## config.mk

```make
export PLATFORM = sky130hd
export DESIGN_NAME = nco_word_serializer
export DESIGN_NICKNAME = d
export VERILOG_FILES = /design/src/rtl/nco_io_pkg.sv /design/src/rtl/nco_sync_fifo.sv /design/src/rtl/nco_word_serializer.sv
export SDC_FILE = /design/constraint.sdc
export NUM_CORES = 1
export LEC_CHECK = 0
export CORE_UTILIZATION = 25
export DETAILED_ROUTE_END_ITERATION = 10
export PLACE_DENSITY = 0.46
export SYNTH_ARGS = -nofsm -noshare
export SYNTH_HDL_FRONTEND = slang
export SYNTH_SLANG_ARGS = --single-unit
export TNS_END_PERCENT = 50
```

## constraint.sdc

```tcl
create_clock -name clk -period 3.05 [get_ports clk]
set_input_delay 0.4575 -clock clk [delete_from_list [all_inputs] [get_ports clk]]
set_output_delay 0.4575 -clock clk [all_outputs]
set_load 0.01 [all_outputs]
```

## src/rtl/nco_io_pkg.sv

```systemverilog
// Shared constants and sample-pair type for the NCO-to-terminal word path.
// Fixed chunking geometry: a 12-bit word leaves as six 2-bit chunks.
package nco_io_pkg;

  localparam int CHUNK_W = 2;
  localparam int NCHUNK  = 6;
  localparam int WORD_W  = 12;

  typedef struct packed {
    logic              is;
    logic [WORD_W-1:0] y;
    logic [WORD_W-1:0] x;
  } samp_t;

  typedef enum logic {
    ST_IDLE  = 1'b0,
    ST_SHIFT = 1'b1
  } xfer_state_t;

endpackage

```

## src/rtl/nco_sync_fifo.sv

```systemverilog
// Single-clock FIFO with head-of-queue read data and an occupancy count.
// Push is ignored when full and pop is ignored when empty.
module nco_sync_fifo #(
  parameter int WIDTH = 25,
  parameter int DEPTH = 4
) (
  input  logic                     clk,
  input  logic                     rst,
  input  logic                     push,
  input  logic                     pop,
  input  logic [WIDTH-1:0]         wdata,
  output logic [WIDTH-1:0]         rdata,
  output logic                     full,
  output logic                     empty,
  output logic [$clog2(DEPTH):0]   count
);

  localparam int AW = $clog2(DEPTH);

  logic [WIDTH-1:0] mem [DEPTH];
  logic [AW-1:0]    wr_ptr;
  logic [AW-1:0]    rd_ptr;
  logic             do_push;
  logic             do_pop;

  assign full    = (count == (AW+1)'(DEPTH));
  assign empty   = (count == '0);
  assign do_push = push & ~full;
  assign do_pop  = pop & ~empty;
  assign rdata   = mem[rd_ptr];

  // DEPTH is a power of two, so the pointers wrap by plain overflow.
  always_ff @(posedge clk) begin
    if (rst) begin
      wr_ptr <= '0;
      rd_ptr <= '0;
      count  <= '0;
    end else begin
      if (do_push) wr_ptr <= wr_ptr + AW'(1);
      if (do_pop)  rd_ptr <= rd_ptr + AW'(1);
      case ({do_push, do_pop})
        2'b10:   count <= count + (AW+1)'(1);
        2'b01:   count <= count - (AW+1)'(1);
        default: count <= count;
      endcase
    end
  end

  always_ff @(posedge clk) begin
    if (do_push) mem[wr_ptr] <= wdata;
  end

endmodule

```

## src/rtl/nco_word_serializer.sv

```systemverilog
// Buffers X/Y NCO sample pairs and, on each Rdy pulse, streams one pair to the
// output terminal as six 2-bit chunks, LSB first, with a held sign flag.
//
// state    | meaning
// ST_IDLE  | no transfer; Rdy starts a load (pop or reload of last pair)
// ST_SHIFT | chunks 0..5 on Xout/Yout; Rdy here is a protocol error
module nco_word_serializer
  import nco_io_pkg::*;
#(
  parameter int FIFO_DEPTH = 4
) (
  input  logic                          clk,
  input  logic                          rst,
  input  logic                          samp_vld,
  input  logic [WORD_W-1:0]             samp_x,
  input  logic [WORD_W-1:0]             samp_y,
  input  logic                          samp_is,
  output logic                          samp_rdy,
  input  logic                          Rdy,
  output logic [CHUNK_W-1:0]            Xout,
  output logic [CHUNK_W-1:0]            Yout,
  output logic                          ISout,
  output logic                          busy,
  output logic                          underrun,
  output logic                          proto_err,
  output logic [$clog2(FIFO_DEPTH):0]   fifo_cnt
);

  xfer_state_t       state;
  xfer_state_t       state_nxt;
  logic [2:0]        cnt;
  logic [WORD_W-1:0] shx;
  logic [WORD_W-1:0] shy;
  logic [WORD_W-1:0] last_x;
  logic [WORD_W-1:0] last_y;
  logic              last_is;

  samp_t             head;
  samp_t             in_samp;
  logic              fifo_full;
  logic              fifo_empty;
  logic              load;
  logic              last_chunk;

  assign in_samp = '{is: samp_is, y: samp_y, x: samp_x};

  nco_sync_fifo #(
    .WIDTH ($bits(samp_t)),
    .DEPTH (FIFO_DEPTH)
  ) u_fifo (
    .clk   (clk),
    .rst   (rst),
    .push  (samp_vld & samp_rdy),
    .pop   (load & ~fifo_empty),
    .wdata (in_samp),
    .rdata (head),
    .full  (fifo_full),
    .empty (fifo_empty),
    .count (fifo_cnt)
  );

  assign samp_rdy   = ~fifo_full;
  assign busy       = (state == ST_SHIFT);
  assign load       = (state == ST_IDLE) & Rdy;
  assign last_chunk = (state == ST_SHIFT) & (cnt == 3'(NCHUNK-1));
  assign Xout       = shx[CHUNK_W-1:0];
  assign Yout       = shy[CHUNK_W-1:0];

  always_ff @(posedge clk) begin
    if (rst) state <= ST_IDLE;
    else     state <= state_nxt;
  end

  always_comb begin
    state_nxt = state;
    case (state)
      ST_IDLE:  if (Rdy)        state_nxt = ST_SHIFT;
      ST_SHIFT: if (last_chunk) state_nxt = ST_IDLE;
      default:                  state_nxt = ST_IDLE;
    endcase
  end

  always_ff @(posedge clk) begin
    if (rst) begin
      cnt       <= '0;
      shx       <= '0;
      shy       <= '0;
      ISout     <= 1'b0;
      last_x    <= '0;
      last_y    <= '0;
      last_is   <= 1'b0;
      underrun  <= 1'b0;
      proto_err <= 1'b0;
    end else begin
      if (load) begin
        cnt <= '0;
        if (!fifo_empty) begin
          shx     <= head.x;
          shy     <= head.y;
          ISout   <= head.is;
          last_x  <= head.x;
          last_y  <= head.y;
          last_is <= head.is;
        end else begin
          // Starved: repeat the previous pair so the terminal still sees a valid word.
          shx      <= last_x;
          shy      <= last_y;
          ISout    <= last_is;
          underrun <= 1'b1;
        end
      end else if (state == ST_SHIFT) begin
        if (last_chunk) begin
          cnt <= '0;
          shx <= '0;
          shy <= '0;
        end else begin
          cnt <= cnt + 3'd1;
          shx <= shx >> CHUNK_W;
          shy <= shy >> CHUNK_W;
        end
      end
      if (Rdy && state == ST_SHIFT) proto_err <= 1'b1;
    end
  end

endmodule
```

==> results of run 1 <==
state kept, by name, summed over array words and instances (netlist names), 2 cells and up, named ones only:
| signal | cells |
|---|---|
| u_fifo.mem | 100 |
| cnt | 3 |
| last_x | 12 |
| shy | 12 |
| u_fifo.rd_ptr | 2 |
| last_y | 12 |
| u_fifo.wr_ptr | 2 |
| shx | 12 |
| u_fifo.count | 3 |
power groups by stage:
stage / combinational (W) / clock (W) / sequential, W
3_3_place_gp: 0.00107 / 0 / 0.00282
3_5_place_dp: 0.00108 / 0 / 0.00284
5_1_grt: 0.00116 / 0.00265 / 0.00282
4_1_cts: 0.00108 / 0.00255 / 0.00279
6_report: 0.00105 / 0.00249 / 0.00278
2_1_floorplan: 0.000803 / 0 / 0.00276
through the flow:
stage | setup slack, ns | hold slack, ns
final | 0.660 | 0.402
after global routing | 0.456 | 0.406
after global placement | 0.443 | 0.442
after CTS | 0.651 | 0.397
after floorplan | 0.705 | 0.436
after detailed placement | 0.423 | 0.447
worst max-delay path by stage:
stage / startpoint / end / cells past startpoint
final: u_fifo.count[2]$_SDFFE_PP0P_ / u_fifo.count[2]$_SDFFE_PP0P_ / 9
after global routing: u_fifo.count[2]$_SDFFE_PP0P_ / u_fifo.count[2]$_SDFFE_PP0P_ / 9
after CTS: u_fifo.count[2]$_SDFFE_PP0P_ / u_fifo.count[2]$_SDFFE_PP0P_ / 9
after detailed placement: Rdy / u_fifo.count[2]$_SDFFE_PP0P_ / 10
after global placement: Rdy / u_fifo.count[2]$_SDFFE_PP0P_ / 10
after floorplan: u_fifo.count[2]$_SDFFE_PP0P_ / u_fifo.count[2]$_SDFFE_PP0P_ / 9
critical path, stage by stage, from the launching register on:
cell and delay (ns):
dfxtp_1 0.39, or3b_1 0.44, and2_1 0.23, inv_1 0.08, ha_1 0.17, inv_1 0.06
fa_1 0.37, xor2_1 0.15, or3_1 0.30, a21oi_1 0.13
placed cells by master, fill, tap and decap left out, types with 12 or more instances in the layout:
| cell type | count |
|---|---|
| nor2_1 | 38 |
| buf_4 | 12 |
| clkdlybuf4s50_1 | 39 |
| clkbuf_16 | 17 |
| mux4_2 | 25 |
| edfxtp_1 | 100 |
| dfxtp_1 | 63 |
| a21oi_1 | 34 |
| nand2_1 | 52 |
| a221oi_1 | 16 |
| a211oi_2 | 16 |
routing by layer:
metal,share of wire (%),vias up
li1,-,1702
met1,45,1845
met2,50,51
met3,3.7,16
met4,1.3,0
met5,0,-
synth_stat cells, types with 7 or more instances:
cell type	number	area share [%]
a211oi_1	8	0.94
a211oi_2	16	3.1
a21oi_1	34	2.7
a221oi_1	16	2.2
buf_2	10	0.79
buf_4	8	0.94
clkbuf_1	10	0.59
dfxtp_1	64	20
edfxtp_1	100	47
ha_1	7	1.4
inv_1	8	0.47
mux4_2	25	8.9
nand2_1	52	3.1
nor2_1	38	2.2
logic make-up after synthesis:
| group | synth area share (%) |
|---|---|
| adders and majority gates | 1.69 |
| AOI/OAI and AO/OA | 10.4 |
| DFF | 67.4 |
| buffers and inverters | 3.58 |
| and+or+nand+nor | 7.07 |
| xor gates and xnor gates | 0.689 |
| muxes | 9.19 |
area by class of cell:
type	count	area share, %
clock buffer	20	5.75
clock inverter	12	3.22
inverter	9	0.435
multi-input combinational	227	23.8
sequential	164	55.1
tap	324	5.21
timing repair buffer	53	6.50
==> flow_metrics.env, run 1 <==
export IMPL_critPathCaptureType="flip-flop"
export IMPL_syn_inst=432
export IMPL_p_int_w=0.00475
export IMPL_drv_slew=0
export IMPL_cts_resized=0
export IMPL_drt_vias_per_instance=4.47
export IMPL_clk_pin_slew_ns=0.06
export IMPL_startpoint_type="flip-flop"
export IMPL_worstRegToRegCells=9
export IMPL_tightestPinTransition_ns=0.758
export IMPL_finalNetCount=509
export IMPL_area_sequential_um2=4290
export IMPL_setup_tns_ns=0
export IMPL_ant_nets=0
export IMPL_drive_gt1_share_pct=20.4
export IMPL_start_util_pct=25.8
export IMPL_core_area_um2=24600
export IMPL_total_power_w=0.00633
export IMPL_arrival_ns=2.75
export IMPL_portBuffers=40
export IMPL_path_max_fanout=6
export IMPL_grt_max_degree=28
export IMPL_fin_area_um2=7770
export IMPL_rsz0062_at_grt="no"
export IMPL_hp_start="rst"
export IMPL_firstDrtPassIters=4
export IMPL_post_route_util_pct=31.6
export IMPL_power_switching_w=0.00157
export IMPL_cap_violations=0
export IMPL_gp_congestion=0.719
export IMPL_clock_fmax_mhz=418
export IMPL_die_h_um=161
export IMPL_grt_pass1_vias=3729
export IMPL_rows=57
export IMPL_reg2reg_slack_ns=0.66
export IMPL_routed_wl_um=13100
export IMPL_fill_cells=2408
export IMPL_diodes=0
export IMPL_remaining_drc_errors=0
export IMPL_cts_buffer_depth=2
export IMPL_ys_types=40
export IMPL_rr_endpoint="u_fifo.count[2]$_SDFFE_PP0P_"
export IMPL_timing_rr_start="u_fifo.count[2]$_SDFFE_PP0P_"
export IMPL_p_seq_share_pct=44.0
export IMPL_grtUsageMet3_pct=3.31
export IMPL_die_w_um=161
export IMPL_power_density_nw_per_um2=814
export IMPL_hpwlAfterDp_um=7820
export IMPL_multi_input_area_um2=1850
export IMPL_drtIter0Drc=150
export IMPL_avgSynthCellArea_um2=14.7
export IMPL_yosys_warnings=0
export IMPL_placement_cell_area_um2=7080
export IMPL_grt_total_usage_pct=10.8
export IMPL_cts_setup_buffers=0
export IMPL_grt_remaining_overflow=0
export IMPL_num_vias=3614
export IMPL_period_needed_ns=2.39
export IMPL_final_period_utilization_pct=78.4
export IMPL_die_area_um2=26100
export IMPL_synth_seq_cells=164
export IMPL_clkPwrFrac_pct=39.4
export IMPL_vdd_drop_max_mv=0.298
export IMPL_synthArstFlopShare_pct=0
export IMPL_cts_sinks=164
export IMPL_skew_ns=0.00853
export IMPL_cts_tree="built"
export IMPL_required_ns=3.41
export IMPL_top_usage_layer="met2"
export IMPL_setup_violations=0
export IMPL_antenna_found_initial=0
export IMPL_met1_usage_pct=12.7
export IMPL_hold_class="in2reg"
export IMPL_synth_ff_type="edfxtp_1"
export IMPL_h_tree_depth=4
export IMPL_clock_root_buffer="clkbuf_16"
export IMPL_place_inst=777
export IMPL_insertion_delay_ns=0.42
export IMPL_area_delta_synth_final_pct=22.3
export IMPL_synth_edf_count=100
export IMPL_crit_type="reg2reg"
export IMPL_io_pin_count=41
export IMPL_ys_seq_area_share_pct=67.4
export IMPL_holdBufCountCts=0
export IMPL_syn_area_um2=6360
export IMPL_hold_viol=0
export IMPL_switching_share_pct=24.9
export IMPL_min_to="underrun$_SDFFE_PP0P_"
export IMPL_fin_cells=809
export IMPL_wl_per_cell_um=16.2
export IMPL_met2_usage_pct=18.3
export IMPL_cts_buffers=17
export IMPL_status="finished clean"
export IMPL_hold_depth=2
export IMPL_syn_nets=469
export IMPL_combPwrFrac_pct=16.6
export IMPL_maxSlewHeadroom_pct=49.4
export IMPL_grt_pass1_wl_um=20900
export IMPL_p_leak_nw=2.55
Power figures use the tool's default switching activity.
==> run 2, diff against run 1 <==
--- a/config.mk
+++ b/config.mk
@@ -7,7 +7,7 @@
 export LEC_CHECK = 0
 export CORE_UTILIZATION = 25
 export DETAILED_ROUTE_END_ITERATION = 10
-export PLACE_DENSITY = 0.46
+export PLACE_DENSITY = 0.48
 export SYNTH_ARGS = -nofsm -noshare
 export SYNTH_HDL_FRONTEND = slang
 export SYNTH_SLANG_ARGS = --single-unit
==> constraint.sdc (replaced) <==
create_clock -name clk -period 1.99 [get_ports clk]
set_input_delay 0.2985 -clock clk [delete_from_list [all_inputs] [get_ports clk]]
set_output_delay 0.2985 -clock clk [all_outputs]
set_load 0.01 [all_outputs]
==> run 2 against run 1 <==
Highest routed layer unchanged. Largest cell class unchanged. The flow now finishes with violations (negative setup slack). Critical path type unchanged. Global-route usage is 0.18 points higher. Total power increased by 47%. Clock skew down 0.0026 ns.
==> flow_metrics.env, run 2 (same netlist as run 1, synthesis figures left out) <==
export IMPL_hpwlAfterDp_um=7910
export IMPL_io_pin_count=41
export IMPL_cts_buffer_depth=2
export IMPL_drive_gt1_share_pct=24.4
export IMPL_setup_slack_ns=-0.0608
export IMPL_rows=57
export IMPL_tightestPinTransition_ns=0.575
export IMPL_layout_common_cells="100 x edfxtp_1, 60 x dfxtp_1, 52 x nand2_1"
export IMPL_die_area_um2=26100
export IMPL_placement_cell_area_um2=7270
export IMPL_ant_nets=0
export IMPL_layout_commonest_cell="edfxtp_1"
export IMPL_cts_tree="built"
export IMPL_firstDrtPassIters=4
export IMPL_drtIter0Drc=162
export IMPL_setup_tns_ns=-0.0608
export IMPL_p_leak_nw=2.59
export IMPL_antenna_found_initial=0
export IMPL_met2_usage_pct=18.4
export IMPL_clk_pin_slew_ns=0.06
export IMPL_core_area_um2=24600
export IMPL_critPathCaptureType="flip-flop"
export IMPL_grtUsageMet3_pct=3.26
export IMPL_status="finished, violations left"
export IMPL_gp_congestion=0.685
export IMPL_hold_viol=0
export IMPL_path_max_fanout=2
export IMPL_routed_wl_um=13000
export IMPL_startpoint_type="flip-flop"
export IMPL_fill_cells=2396
export IMPL_h_tree_depth=4
export IMPL_power_density_nw_per_um2=1180
export IMPL_die_h_um=161
export IMPL_fin_area_um2=7880
export IMPL_largest_reg_flops=100
export IMPL_skew_ns=0.00597
export IMPL_grt_max_degree=64
export IMPL_finalNetCount=520
export IMPL_grt_total_usage_pct=10.9
export IMPL_cts_setup_buffers=0
export IMPL_period_needed_ns=2.05
export IMPL_grt_pass1_vias=3897
export IMPL_place_inst=788
export IMPL_cts_sinks=164
export IMPL_portBuffers=40
export IMPL_hold_class="in2reg"
export IMPL_crit_type="reg2reg"
export IMPL_area_delta_synth_final_pct=24.0
export IMPL_start_util_pct=25.8
export IMPL_wl_per_cell_um=15.8
export IMPL_diodes=0
export IMPL_clock_root_buffer="clkbuf_16"
export IMPL_clock_fmax_mhz=488
export IMPL_violations="negative setup slack"
export IMPL_cap_violations=0
export IMPL_p_seq_share_pct=44.9
export IMPL_final_period_utilization_pct=103
export IMPL_area_sequential_um2=4290
export IMPL_power_switching_w=0.00244
export IMPL_insertion_delay_ns=0.42
export IMPL_grt_remaining_overflow=0
export IMPL_total_power_w=0.00931
export IMPL_switching_share_pct=26.2
export IMPL_required_ns=2.34
export IMPL_cts_buffers=17
export IMPL_met1_usage_pct=13.2
export IMPL_maxSlewHeadroom_pct=61.7
export IMPL_top_register="u_fifo.mem"
export IMPL_slowest_delay_ns=0.39
export IMPL_slowest_stage="or3b_4"
export IMPL_clkPwrFrac_pct=35.2
export IMPL_die_w_um=161
export IMPL_arrival_ns=2.40
export IMPL_combPwrFrac_pct=19.9
export IMPL_drv_slew=0
export IMPL_grt_pass1_wl_um=21400
export IMPL_top_usage_layer="met2"
export IMPL_remaining_drc_errors=0
export IMPL_path_cells="or3b_4, and2_4, inv_4, ha_4, inv_2, fa_2, xor2_1, or3_1, a21oi_2"
export IMPL_p_int_w=0.00687
export IMPL_multi_input_area_um2=1880
export IMPL_fin_cells=820
export IMPL_num_vias=3621
export IMPL_vdd_drop_max_mv=0.562
export IMPL_drt_vias_per_instance=4.42
export IMPL_setup_violations=1
export IMPL_rsz0062_at_grt="yes"
run 2: cell types whose count changed in the layout (fill, tap and decap cells not counted), sizes merged:
cell | previous run | this run
buf | 14 | 25
bufinv | 7 | 2
clkbuf | 20 | 21
clkdlybuf4s50 | 39 | 38
clkinv | 2 | 4
clkinvlp | 2 | 5
dlygate4sd2 | 0 | 1
inv | 10 | 9
run 2: per-stage QoR:
stage          utilization [%]  hold WS (ns)  worst slack, ns
2_1_floorplan                -         0.397           -0.110
3_3_place_gp              29.6         0.442           -0.248
3_5_place_dp              29.6         0.449           -0.259
4_1_cts                   32.0         0.348          -0.0851
5_1_grt                   32.0         0.377           -0.160
6_report                  32.0         0.362          -0.0608
run 2: layout make-up:
| cell class | count | area share, % |
|---|---|---|
| clock inverter | 11 | 1.59 |
| inverter | 9 | 0.492 |
| multi-input combinational | 227 | 23.9 |
| tap | 324 | 5.14 |
| sequential | 164 | 54.4 |
| clock buffer | 21 | 6.11 |
| timing repair buffer | 64 | 8.40 |
run 2: final timing paths:
check                                             startpoint                            end  slack (ns)  cells past startpoint
worst max-delay path            u_fifo.count[1]$_SDFFE_PP0P_   u_fifo.count[2]$_SDFFE_PP0P_       -0.06                      9
worst min register to register        last_y[9]$_SDFFE_PP0N_         last_y[9]$_SDFFE_PP0N_        0.46                      2
worst max register to register  u_fifo.count[1]$_SDFFE_PP0P_   u_fifo.count[2]$_SDFFE_PP0P_       -0.06                      9
worst min-delay path                                     rst  u_fifo.wr_ptr[0]$_SDFFE_PP0P_        0.36                      3
run 2: critical path: cells and delay by family (launching register included):
family          cells  cell delay [ns]
simple gates        3             0.87
fa+ha+maj           2             0.45
flops               1             0.32
xor+xnor            1             0.15
compound gates      1             0.11
buf+inv             2             0.09
run 2: metal layers:
metal,share of wire (%),vias to the layer above
met3,4.1,13
met5,0,-
met2,50,61
met4,1.2,0
met1,45,1826
li1,-,1721
run 2: repair_timing:
item	4_1_cts	5_1_grt
pin swaps	0	1
endpoints found under the setup margin	2	2
hold buffers	0	0
resized for setup	1	3
gates cloned	0	0
run 2: power by group through the flow:
stage / combinational (W) / sequential, W / clock (W)
finish: 0.00185 / 0.00418 / 0.00328
detailed placement: 0.00190 / 0.00426 / 0
CTS: 0.00190 / 0.00419 / 0.00336
floorplan: 0.00127 / 0.00424 / 0
global placement: 0.00188 / 0.00424 / 0
global route: 0.00206 / 0.00422 / 0.00350
==> run 3, diff against run 2 <==
--- a/config.mk
+++ b/config.mk
@@ -5,6 +5,7 @@
 export SDC_FILE = /design/constraint.sdc
 export NUM_CORES = 1
 export LEC_CHECK = 0
+export CORE_ASPECT_RATIO = 1.4
 export CORE_UTILIZATION = 25
 export DETAILED_ROUTE_END_ITERATION = 10
 export PLACE_DENSITY = 0.48
==> run 3 against run 2 <==
The flow still finishes with violations (negative setup slack). Hold slack got worse by 0.0065 ns. Critical path depth stayed put. Die area about the same. Routed wire length increased by 2.3%. Critical path type unchanged. Highest routed layer unchanged.
==> flow_metrics.env, run 3 (same netlist as run 1, synthesis figures left out) <==
export IMPL_drtIter0Drc=100
export IMPL_power_density_nw_per_um2=1190
export IMPL_cts_tree="built"
export IMPL_hold_slack_ns=0.356
export IMPL_clock_root_buffer="clkbuf_16"
export IMPL_setup_violations=1
export IMPL_setup_slack_ns=-0.0884
export IMPL_die_w_um=137
export IMPL_grt_pass1_vias=3796
export IMPL_grt_pass1_wl_um=21300
export IMPL_cts_buffer_depth=2
export IMPL_antenna_found_initial=0
export IMPL_clock_fmax_mhz=481
export IMPL_timing_rr_start="u_fifo.count[1]$_SDFFE_PP0P_"
export IMPL_core_area_um2=24800
export IMPL_io_pin_count=41
export IMPL_cp_endpoint="u_fifo.count[2]$_SDFFE_PP0P_"
export IMPL_drive_gt1_share_pct=24.0
export IMPL_period_needed_ns=2.08
export IMPL_skew_ns=0.00810
export IMPL_arrival_ns=2.42
export IMPL_rsz0062_at_grt="yes"
export IMPL_met3_length_um=328
export IMPL_place_inst=778
export IMPL_startpoint_type="flip-flop"
export IMPL_holdBufCountCts=0
export IMPL_ant_nets=0
export IMPL_fill_cells=2473
export IMPL_clk_pin_slew_ns=0.07
export IMPL_final_period_utilization_pct=104
export IMPL_area_delta_synth_final_pct=23.7
export IMPL_wl_met2_um=7420
export IMPL_required_ns=2.34
export IMPL_layout_commonest_cell="edfxtp_1"
export IMPL_remaining_drc_errors=0
export IMPL_h_tree_depth=4
export IMPL_path_max_fanout=2
export IMPL_tightestPinTransition_ns=0.574
export IMPL_hold_viol=0
export IMPL_layout_common_cells="100 x edfxtp_1, 60 x dfxtp_1, 52 x nand2_1"
export IMPL_reg2reg_slack_ns=-0.09
export IMPL_maxSlewHeadroom_pct=61.7
export IMPL_critPathCaptureType="flip-flop"
export IMPL_firstDrtPassIters=4
export IMPL_setup_tns_ns=-0.0884
export IMPL_violations="negative setup slack"
export IMPL_rows=68
export IMPL_startpoint="u_fifo.count[1]$_SDFFE_PP0P_"
export IMPL_p_leak_nw=2.60
export IMPL_slowest_delay_ns=0.39
export IMPL_top_register="u_fifo.mem"
export IMPL_multi_input_area_um2=1880
export IMPL_hold_class="in2reg"
export IMPL_num_vias=3663
export IMPL_grt_remaining_overflow=0
export IMPL_hpwlAfterDp_um=7860
export IMPL_die_area_um2=26100
export IMPL_slowest_stage="or3b_4"
export IMPL_grt_total_usage_pct=11.0
export IMPL_rr_endpoint="u_fifo.count[2]$_SDFFE_PP0P_"
export IMPL_grt_max_degree=37
export IMPL_cts_buffers=17
export IMPL_finalNetCount=519
export IMPL_fin_cells=810
export IMPL_crit_type="reg2reg"
export IMPL_wl_per_cell_um=16.4
export IMPL_post_route_util_pct=31.6
export IMPL_top_layer_used="met4"
export IMPL_cap_violations=0
export IMPL_drt_vias_per_instance=4.52
export IMPL_gp_congestion=0.671
export IMPL_routed_wl_um=13300
export IMPL_worstRegToRegCells=9
export IMPL_largest_reg_flops=100
export IMPL_area_sequential_um2=4290
export IMPL_status="finished, violations left"
export IMPL_path_cells="or3b_4, and2_4, inv_4, ha_4, inv_2, fa_2, xor2_1, or3_1, a21oi_2"
export IMPL_start_util_pct=25.6
export IMPL_die_h_um=191
export IMPL_cts_sinks=164
export IMPL_insertion_delay_ns=0.42
export IMPL_wl_met1_um=5390
export IMPL_vdd_drop_max_mv=0.634
export IMPL_drv_slew=0
export IMPL_diodes=0
export IMPL_portBuffers=40
-- run 3: worst min path at each step --
stage	to	startpoint	depth (start not counted)
floorplan	u_fifo.mem[0][0]$_DFFE_PP_	samp_x[0]	0
global placement	last_y[8]$_SDFFE_PP0N_	last_y[8]$_SDFFE_PP0N_	2
detailed placement	last_y[10]$_SDFFE_PP0N_	last_y[10]$_SDFFE_PP0N_	2
CTS	cnt[1]$_SDFFE_PP0P_	rst	3
global route	cnt[0]$_SDFFE_PP0P_	rst	3
finish	proto_err$_SDFFE_PP0P_	rst	3
-- run 3: where the power goes --
group	total, W	switching (W)	leakage (nW)	internal, W
logic	0.00188	0.00101	0.856	0.000873
clock network	0.00329	0.00130	0.296	0.00200
registers	0.00418	0.000156	1.44	0.00402
total	0.00935	0.00246	2.60	0.00689
-- run 3: stage by stage --
step / total power, W / setup WS, ns / cell area, µm²
after floorplan: 0.00551 / -0.110 / 6390
after CTS: 0.00951 / -0.0915 / 7860
after global routing: 0.00982 / -0.152 / 7860
after global placement: 0.00614 / -0.229 / 7250
after detailed placement: 0.00618 / -0.272 / 7250
final: 0.00935 / -0.0884 / 7860
-- run 3: area by class of cell --
type / count / share of cell area, %
timing repair buffer: 63 / 8.32
tap: 315 / 5.01
clock inverter: 10 / 1.53
clock buffer: 22 / 6.17
sequential: 164 / 54.6
multi-input combinational: 227 / 23.9
inverter: 9 / 0.493
-- run 3: critical path: cells and delay by family, from the launching register on --
kind                       cells  cell delay (ns)
and+or+nand+nor                3             0.88
adders and majority gates      2             0.44
DFF                            1             0.32
xor gates and xnor gates       1             0.15
AOI/OAI and AO/OA              1             0.13
buffers and inverters          2             0.09
-- run 3: metal layers --
| layer | up-vias | GRT usage, % |
|---|---|---|
| li1 | 1719 | - |
| met1 | 1896 | 12.2 |
| met2 | 41 | 20.3 |
| met3 | 7 | 2.47 |
| met4 | 0 | 4.23 |
| met5 | - | 0 |
-- run 3: repair_timing --
action	CTS	global route
gates resized for setup	4	1
setup endpoints to repair	2	2
pin swaps	0	0
cloned	0	0
setup buffers	0	0
